$ cat src/rtl/pwm_capture_if.sv
// Capture-side bundle: enable and PWM line in, measurement results and status out.
// The master modport drives the PWM line and enable; the slave modport is the capture block.
interface pwm_capture_if #(
   parameter int unsigned CNT_W  = 16,
   parameter int unsigned PCNT_W = 28
);
   logic              Start_En_Sig;
   logic              pwm_in;
   logic [CNT_W-1:0]  high_time;
   logic [CNT_W-1:0]  period;
   logic              meas_valid;
   logic [PCNT_W-1:0] pulse_count;
   logic              busy;
   logic              ovf;
   logic              Done_Sig;

   modport master (
      output Start_En_Sig, pwm_in,
      input  high_time, period, meas_valid, pulse_count, busy, ovf, Done_Sig
   );

   modport slave (
      input  Start_En_Sig, pwm_in,
      output high_time, period, meas_valid, pulse_count, busy, ovf, Done_Sig
   );
endinterface

$ cat src/rtl/pwm_capture.sv
// Measures high time and rise-to-rise period of each pulse on an asynchronous PWM line,
// counts pulses in a burst and flags end of burst after TIMEOUT quiet cycles.
module pwm_capture #(
   parameter int unsigned     CNT_W   = 16,
   parameter int unsigned     PCNT_W  = 28,
   parameter logic [CNT_W-1:0] TIMEOUT = 16'd1000
) (
   input logic          clk,
   input logic          reset,
   pwm_capture_if.slave bus
);

   typedef enum logic [1:0] {
      IDLE,
      WAIT_FIRST,
      MEASURE,
      DONE
   } state_t;

   localparam logic [CNT_W-1:0]  CNT_MAX  = '1;
   localparam logic [PCNT_W-1:0] PCNT_MAX = '1;

   state_t            state_q;
   logic              syncMeta_q;
   logic              syncOut_q;
   logic              hist_q;
   logic              armedLow_q;
   logic              hiRun_q;
   logic [CNT_W-1:0]  perCnt_q;
   logic [CNT_W-1:0]  hiCnt_q;
   logic [CNT_W-1:0]  highTime_q;
   logic [CNT_W-1:0]  period_q;
   logic [PCNT_W-1:0] pulseCount_q;
   logic              measValid_q;
   logic              busy_q;
   logic              ovf_q;
   logic              done_q;

   logic              rise;
   logic              fall;

   // Two flops tame metastability; the third holds the previous synchronized level for edge detection.
   always_ff @(posedge clk or posedge reset) begin
      if (reset) begin
         syncMeta_q <= 1'b0;
         syncOut_q  <= 1'b0;
         hist_q     <= 1'b0;
      end else begin
         syncMeta_q <= bus.pwm_in;
         syncOut_q  <= syncMeta_q;
         hist_q     <= syncOut_q;
      end
   end

   assign rise = syncOut_q & ~hist_q;
   assign fall = ~syncOut_q & hist_q;

   always_ff @(posedge clk or posedge reset) begin
      if (reset) begin
         state_q      <= IDLE;
         armedLow_q   <= 1'b0;
         hiRun_q      <= 1'b0;
         perCnt_q     <= '0;
         hiCnt_q      <= '0;
         highTime_q   <= '0;
         period_q     <= '0;
         pulseCount_q <= '0;
         measValid_q  <= 1'b0;
         busy_q       <= 1'b0;
         ovf_q        <= 1'b0;
         done_q       <= 1'b0;
      end else begin
         measValid_q <= 1'b0;
         if (!bus.Start_En_Sig) begin
            state_q <= IDLE;
            busy_q  <= 1'b0;
            done_q  <= 1'b0;
         end else begin
            case (state_q)
               IDLE: begin
                  state_q      <= WAIT_FIRST;
                  busy_q       <= 1'b1;
                  pulseCount_q <= '0;
                  ovf_q        <= 1'b0;
                  armedLow_q   <= 1'b0;
               end

               // A line already high at arming must go low before its next rise counts.
               WAIT_FIRST: begin
                  if (!syncOut_q) begin
                     armedLow_q <= 1'b1;
                  end
                  if (rise && armedLow_q) begin
                     state_q      <= MEASURE;
                     pulseCount_q <= PCNT_W'(1);
                     perCnt_q     <= CNT_W'(1);
                     hiCnt_q      <= CNT_W'(1);
                     hiRun_q      <= 1'b1;
                  end
               end

               MEASURE: begin
                  if (rise) begin
                     period_q    <= perCnt_q;
                     measValid_q <= 1'b1;
                     if (hiRun_q) begin
                        highTime_q <= hiCnt_q;
                     end
                     perCnt_q <= CNT_W'(1);
                     hiCnt_q  <= CNT_W'(1);
                     hiRun_q  <= 1'b1;
                     if (pulseCount_q == PCNT_MAX) begin
                        ovf_q <= 1'b1;
                     end else begin
                        pulseCount_q <= pulseCount_q + PCNT_W'(1);
                     end
                  end else begin
                     if (fall && hiRun_q) begin
                        highTime_q <= hiCnt_q;
                        hiRun_q    <= 1'b0;
                     end
                     if (perCnt_q == CNT_MAX) begin
                        ovf_q <= 1'b1;
                     end else begin
                        perCnt_q <= perCnt_q + CNT_W'(1);
                     end
                     if (hiRun_q) begin
                        if (hiCnt_q == CNT_MAX) begin
                           ovf_q <= 1'b1;
                        end else begin
                           hiCnt_q <= hiCnt_q + CNT_W'(1);
                        end
                     end
                     if (perCnt_q == TIMEOUT) begin
                        state_q <= DONE;
                        busy_q  <= 1'b0;
                        done_q  <= 1'b1;
                     end
                  end
               end

               DONE: begin
                  done_q <= 1'b1;
               end

               default: begin
                  state_q <= IDLE;
               end
            endcase
         end
      end
   end

   assign bus.high_time   = highTime_q;
   assign bus.period      = period_q;
   assign bus.meas_valid  = measValid_q;
   assign bus.pulse_count = pulseCount_q;
   assign bus.busy        = busy_q;
   assign bus.ovf         = ovf_q;
   assign bus.Done_Sig    = done_q;

endmodule

$ cat src/flat_wrapper.sv
// flat-port wrapper written by rule: the top's interface ports become plain ports
module pwm_capture_flat 
#(
   parameter int unsigned     CNT_W   = 16,
   parameter int unsigned     PCNT_W  = 28,
   parameter logic [CNT_W-1:0] TIMEOUT = 16'd1000
)
  (clk, reset, bus_Start_En_Sig, bus_pwm_in, bus_high_time, bus_period, bus_meas_valid, bus_pulse_count, bus_busy, bus_ovf, bus_Done_Sig);
  pwm_capture_if #(.CNT_W(CNT_W), .PCNT_W(PCNT_W)) bus_i ();
  input logic clk;
  input logic reset;
  input wire logic [$bits(bus_i.Start_En_Sig)-1:0] bus_Start_En_Sig;
  input wire logic [$bits(bus_i.pwm_in)-1:0] bus_pwm_in;
  output wire logic [$bits(bus_i.high_time)-1:0] bus_high_time;
  output wire logic [$bits(bus_i.period)-1:0] bus_period;
  output wire logic [$bits(bus_i.meas_valid)-1:0] bus_meas_valid;
  output wire logic [$bits(bus_i.pulse_count)-1:0] bus_pulse_count;
  output wire logic [$bits(bus_i.busy)-1:0] bus_busy;
  output wire logic [$bits(bus_i.ovf)-1:0] bus_ovf;
  output wire logic [$bits(bus_i.Done_Sig)-1:0] bus_Done_Sig;
  assign bus_i.Start_En_Sig = bus_Start_En_Sig;
  assign bus_i.pwm_in = bus_pwm_in;
  assign bus_high_time = bus_i.high_time;
  assign bus_period = bus_i.period;
  assign bus_meas_valid = bus_i.meas_valid;
  assign bus_pulse_count = bus_i.pulse_count;
  assign bus_busy = bus_i.busy;
  assign bus_ovf = bus_i.ovf;
  assign bus_Done_Sig = bus_i.Done_Sig;
  pwm_capture #(.CNT_W(CNT_W), .PCNT_W(PCNT_W), .TIMEOUT(TIMEOUT)) u_core (.clk(clk), .reset(reset), .bus(bus_i));
endmodule
$ cat config.mk
export PLATFORM = sky130hd
export DESIGN_NAME = pwm_capture_flat
export DESIGN_NICKNAME = d
export VERILOG_FILES = /design/src/rtl/pwm_capture_if.sv /design/src/rtl/pwm_capture.sv /design/src/flat_wrapper.sv
export SDC_FILE = /design/constraint.sdc
export NUM_CORES = 1
export LEC_CHECK = 0
export CORE_UTILIZATION = 27
export DETAILED_ROUTE_END_ITERATION = 6
export PLACE_DENSITY_LB_ADDON = 0.3
export RECOVER_POWER = 25
export SETUP_SLACK_MARGIN = 0.15
export SYNTH_ARGS = -nofsm -noshare
export SYNTH_HDL_FRONTEND = slang
export SYNTH_SLANG_ARGS = --single-unit
$ cat constraint.sdc
create_clock -name clk -period 3.95 [get_ports clk]
set_input_delay 0.5925 -clock clk [delete_from_list [all_inputs] [get_ports clk]]
set_output_delay 0.5925 -clock clk [all_outputs]
set_load 0.05 [all_outputs]
==> key figures <==
Clock network
  – Worst skew pair latency: approximately 0.36 ns
  – Root Buffer: clkbuf_16
  – Post-CTS sizing: 0
  – Clock Pin Slew Worst Setup and Hold Paths: 0.08 ns
  – CTS Buffer Depth: 2
  – Clock Sinks: 103
  – Cts bufs inserted: 9
  – Post-CTS Setup Bufs: 0
  – TritonCTS clock tree: done
  – Hold_buf cts: 0
  – H-Tree Depth: 3

Worst setup path
  – Startpoint types: input pin
  – Path depth of the worst reg2reg path: 8
  – Crit path launch: bus_Start_En_Sig
  – Critical Setup Path Class: input pin to flip-flop
  – CP endpoint kind: flip-flop
  – Worst reg2reg startpoint: u_core.state_q[0]$_DFFE_PP0P_
  – Max Fanout on Critical Path: 13
  – Arr. time, crit path: 3.07 ns
  – Worst R2R End: u_core.perCnt_q[5]$_DFFE_PP0P_
  – Worst EP required: 4.22 ns
  – Reg-to-reg slack, setup: 1.40 ns

Die
  – Initial Utilization: between 20% and 30%
  – Die height: 141.5 um
  – Site Rows: 50
  – Area of the core: 18890 um2
  – Top Ports: 68
  – Die area: 20010 um2
  – Die X-Extent: 141.5 um

Yosys
  – Post-synth top flop: dfrtp_1
  – Syn Inst Count: 549
  – Flops & latches, synth: ~100
  – Yosys warns: 0
  – Adder-cell area share of the yosys netlist: 1.906%
  – Synth cell types: 64
  – Number of enable flip-flop cells after synthesis: 0
  – Mux contribution to synthesized area: about 4%
  – Post-synthesis xor/xnor area fraction: 1.668%
  – Synth top area cells: dfrtp_1 (49%), nand2_1 (5.7%), o21ai_0 (4.9%)
  – Post-synth top area cell: dfrtp_1
  – Compound-cell area share of the yosys netlist: roughly a fifth
  – Syn avg cell area: 9.565 um2
  – Simple-gate portion of the synthesized area: 20.94%
  – Share of the yosys chip area belonging to registers: 49.08%
  – Top cell type's share of synthesized area: between 40% and 50%
  – Count leader, synth: dfrtp_1
  – Largest family of logic cells by synthesized area: simple AND/OR/NAND/NOR gates
  – Most common library cells after synthesis: dfrtp_1 (103), nand2_1 (80), o21ai_0 (51)
  – Ys async rst share: 100.0%
  – Synthesized cell area: 5251 um2
  – Syn nets: 561

Global routing
  – Vias in the first global route: 4591
  – First-pass GRT wire length: 24.18 mm
  – Initial antenna violation count: 0
  – GRT Overall Usage: 15.12%
  – Pin count of the biggest net entering global routing: 50
  – Total grt overflow: 0

Routing
  – Vias post-DR: 4609
  – DRC violation total after the first TritonRoute iteration: between 300 and 400
  – Drt via density: 5.261
  – Post-DR wirelength/cell: roughly 16 um
  – Routed WL: 14.36 mm
  – Drc violations: 0
  – Post-route ant nets: 0
  – Drt first pass iters: 5

STA
  – Final setup fails: 0
  – Period minus WS final: 2.798 ns
  – Fin worst setup slack: 1.152 ns
  – Crit share post-route: 70.83%
  – Fmax: around 360 MHz
  – RSZ-0062 raised after global routing: false
  – Clock Skews: 0.009116 ns
  – Fin. Hold Viols: 0
  – Hold_ws: roughly 0.37 ns
  – Slew @ Worst Pin: 2.360 ns
  – Final setup TNS: 0 ns
  – Slew HR: -58.17%
  – Max Slew Vio Count: 50

Finish
  – Share of cells above drive strength 1: 8.929%
  – Diode count: 0
  – Final net count: 624
  – Synthesis-to-finish area growth: 24.23%

Min path
  – Hold path endpoint: u_core.syncOut_q$_DFF_PP0_
  – HP Class: flip-flop to flip-flop
  – Hold Path Origin: u_core.syncMeta_q$_DFF_PP0_
  – Worst hold stages: 0

Job
  – Maxcap violations: 1

Placed design
  – Final Wtd Congestion: 0.8552
  – Worst slack, placed: 1.111 ns
  – PortBufs: 67
  – DP HPWL: 10.11 mm

Power and ir drop
  – Leak: 2.661 nW
  – Max VDD drop: 0.2460 mV
  – Power per cell area: 486.6 nW/um2

Run status
  – Violated checks: max-capacitance violations, max-slew violations
  – Status: finished, violations left
==> per-layer routing <==
layer | track usage, % | wire [um] | vias to the layer above
li1 | - | - | 2164
met1 | 20.14 | 6531 | 2299
met2 | 24.13 | 6765 | 127
met3 | 4.084 | 845 | 19
met4 | 4.188 | 215 | 0
met5 | 0 | 0 | -
==> stage by stage <==
stage	instances	total power [mW]	instance area [um2]	util (%)
after CTS	876	3.210	6531	34.57
after global placement	861	2.193	6211	32.87
after global routing	876	3.356	6524	34.53
after floorplan	549	1.910	5251	-
after detailed placement	861	2.216	6211	32.87
final	876	3.174	6524	34.53
==> report_power, final <==
part           total, mW  internal, mW  leakage (nW)  switching, mW
Clock              0.980         0.558         0.156          0.422
Combinational      0.909         0.293          1.10          0.616
Sequential          1.29          1.16          1.41          0.122
Total               3.17          2.01          2.66           1.16
==> flip-flops by register name (all words and copies together) (netlist names), 2 cells and up <==
register                cells
u_core.hiCnt_q             16
u_core.state_q              2
u_core.bus.period          16
u_core.bus.high_time       16
u_core.bus.pulse_count     28
u_core.perCnt_q            16
==> layout by cell type (no fill, tap or decap), drive strengths merged, types with 10 or more instances in the layout <==
| cell type | n |
|---|---|
| nand4 | 23 |
| o21ai | 52 |
| inv | 17 |
| o211ai | 10 |
| nor2 | 31 |
| o31ai | 22 |
| a21oi | 22 |
| mux2 | 16 |
| nand3 | 28 |
| dfrtp | 103 |
| nand2 | 80 |
| clkbuf | 11 |
| clkdlybuf4s50 | 65 |
==> how the worst max path moves through the flow <==
stage / endpoint / slack, ns
4_1_cts: u_core.perCnt_q[5]$_DFFE_PP0P_ / 1.43
6_report: u_core.perCnt_q[5]$_DFFE_PP0P_ / 1.15
3_5_place_dp: u_core.perCnt_q[5]$_DFFE_PP0P_ / 1.11
3_3_place_gp: u_core.perCnt_q[5]$_DFFE_PP0P_ / 1.19
5_1_grt: u_core.syncOut_q$_DFF_PP0_ / 0.66
2_1_floorplan: u_core.armedLow_q$_DFFE_PP0P_ / 0.65
==> final cells by class <==
type                       instances  area (um2)
sequential                       103        2577
multi-input combinational        405        2504
fill                            1955       12370
clock inverter                     6       95.09
inverter                          17       65.06
clock buffer                       9       225.2
timing repair buffer              76       732.0
tap                              260       325.3
==> cell families (layout without fill, tap and decap cells) <==
kind of cell | count (synthesis) | in the layout
buffers and inverters | 41 | 108
AO/OA/AOI/OAI | 151 | 151
XOR/XNOR | 10 | 10
AND/OR/NAND/NOR | 217 | 217
adder cells (fa/ha/maj) | 8 | 8
multiplexers | 19 | 19
flip-flops | 103 | 103
==> critical path: stages <==
cell	delay (ns)
clkdlybuf4s50_1	0.45
clkbuf_1	0.41
nand2_1	0.21
a21oi_2	0.33
buf_4	0.23
nand2_1	0.20
or4_1	0.51
o211ai_1	0.11
(Power assumes the default switching activity.)
==> RTL change: new RTL, same flow settings <==
Reset style: synchronous (`reset`), changed in 2 clocked blocks. Comments in the files are not updated.
--- a/src/rtl/pwm_capture.sv
+++ b/src/rtl/pwm_capture.sv
@@ -42,3 +42,3 @@
    // Two flops tame metastability; the third holds the previous synchronized level for edge detection.
-   always_ff @(posedge clk or posedge reset) begin
+   always_ff @(posedge clk) begin
       if (reset) begin
@@ -57,3 +57,3 @@
 
-   always_ff @(posedge clk or posedge reset) begin
+   always_ff @(posedge clk) begin
       if (reset) begin
Formal check against the unedited RTL: differs if reset is asserted again (counterexample within 4 cycles, from zero or initial values and one cycle with reset high); with reset held inactive, the same outputs for 10 cycles.
==> RTL change against the unedited design <==
- global-route usage down 0.70 points
- count of clock-buffer cells in the layout increased by 2
- routed wire length down 0.51%
- final cell count rose by 7.3%
- via count increased by 4.5%
- sequential cell count is the same
- core utilization fell by 0.69 points
- setup slack worse by 0.14 ns
- register-to-register slack got worse by 0.39 ns
- final area fell by 1.3%
- synthesized area increased by 1.2%
- critical path type is now reg2reg
Power is not compared: it rests on default switching activity, and its combinational part moved more than twofold at a synthesized area within 25%.
==> RTL change: results (changes against the unedited design) <==
drt first-iter violations 277 (-23%); synthesized net count 638 (+14%); synth cell count leaders dfxtp_1, nand2_1, a21oi_1, nor2_1, nand3_1; post-CTS setup buffer count 0 (unchanged); final clock period utilization by the worst path 74.5% (+3.6 points); Crit path largest cell delay 0.74 ns (+0.23 ns); register area share after synthesis 38.8% (-10 points); r2r setup slk 1.01 ns (-0.39 ns); Non-Filler Instances 940 (+7.3%); compound-cell area share of the yosys netlist 20.5% (+1.5 points); max reg flops 28 (unchanged); gpl congestion 0.814 (-4.8%); Post-Synth XOR/XNOR Area 1.32% (-0.35 points); Max FO, Critical Path 21 (+8); GRT busiest layer met2; Netlist cell types 71 (+11%); GRT met1 Usage 19.4% (-0.75 points); htree depth 3 (unchanged); CTS resizes 0 (unchanged); vias post-DR 4815 (+4.5%); HP Class reg2reg; TritonCTS Buffers 9 (unchanged); Post-Place Cells 924 (+7.3%); Syn Inst Count 624 (+14%); GRT Total Usage 14.4% (-0.70 points); largest net degree at the start of global routing 60 (+20%); clock skew 0.00872 ns (-0.000397 ns); first-pass GRT wire length 23100 um (-4.6%); worst vdd ir 0.000228 V; Power Internal 1.53 mW; combinational power 0.121 mW; GRT met3 Usage 3.23% (-0.85 points); CP startpoint kind flip-flop; DR WL/cell 15.2 um (-7.3%); PortBufs 67 (unchanged); Leak Pwr 2.12 nW; Adder-Cell Fraction of Synth Area 2.36% (+0.45 points); Inserted Diodes 0 (unchanged); status completed; Crit path max-delay family simple AND/OR/NAND/NOR gates; top post-synthesis cells by area dfxtp_1, nand2_1, a21oi_1; Post-Place Worst Slack 1.17 ns (+0.0624 ns); slowest CP cell clkbuf_1; hpwl dp 9800 um (-3.1%); Root Driver clkbuf_16; Nets 689 (+10%); layout cells sized above 1 6.76% (-2.2 points); number of global-route vias before repair 4381 (-4.6%); router iterations before antenna repair 5 (unchanged); Clock power frac 42.6%; crit path DAT 3.23 ns (+0.16 ns); Least-Margin Pin Slew 0.994 ns (-1.37 ns); Post-route DRC 0 (unchanged); placed cell areas 6180 um^2 (-0.54%); mux contribution to synthesized area 4.17% (+0.17 points); Global Route met2 Usage 22.5% (-1.6 points); initial antenna violation count 0 (unchanged); Async SR Flop Fraction 0% (-100 points); worst hold margin 0.442 ns (+0.0768 ns)
-- RTL change: path summary, 6_finish.rpt --
kind	startpoint	endpoint	cells past startpoint
worst max register to register	u_core.state_q[0]	u_core.perCnt_q[13]	7
worst min register to register	u_core.syncMeta_q	u_core.syncOut_q	1
worst max-delay path	u_core.state_q[0]	u_core.perCnt_q[13]	7
worst min-delay path	u_core.syncMeta_q	u_core.syncOut_q	1
-- RTL change: area by class of cell --
| class | count | area, um^2 |
|---|---|---|
| clock inverter | 5 | 38.8 |
| sequential | 103 | 2060 |
| timing repair buffer | 77 | 736 |
| tap | 260 | 325 |
| inverter | 13 | 48.8 |
| clock buffer | 11 | 243 |
| multi-input combinational | 471 | 2980 |
| fill | 2052 | 12600 |
-- RTL change: routing by layer --
metal / vias up / wire length, um
li1: 2435 / -
met1: 2229 / 6920
met2: 128 / 6430
met3: 23 / 671
met4: 0 / 263
met5: - / 0
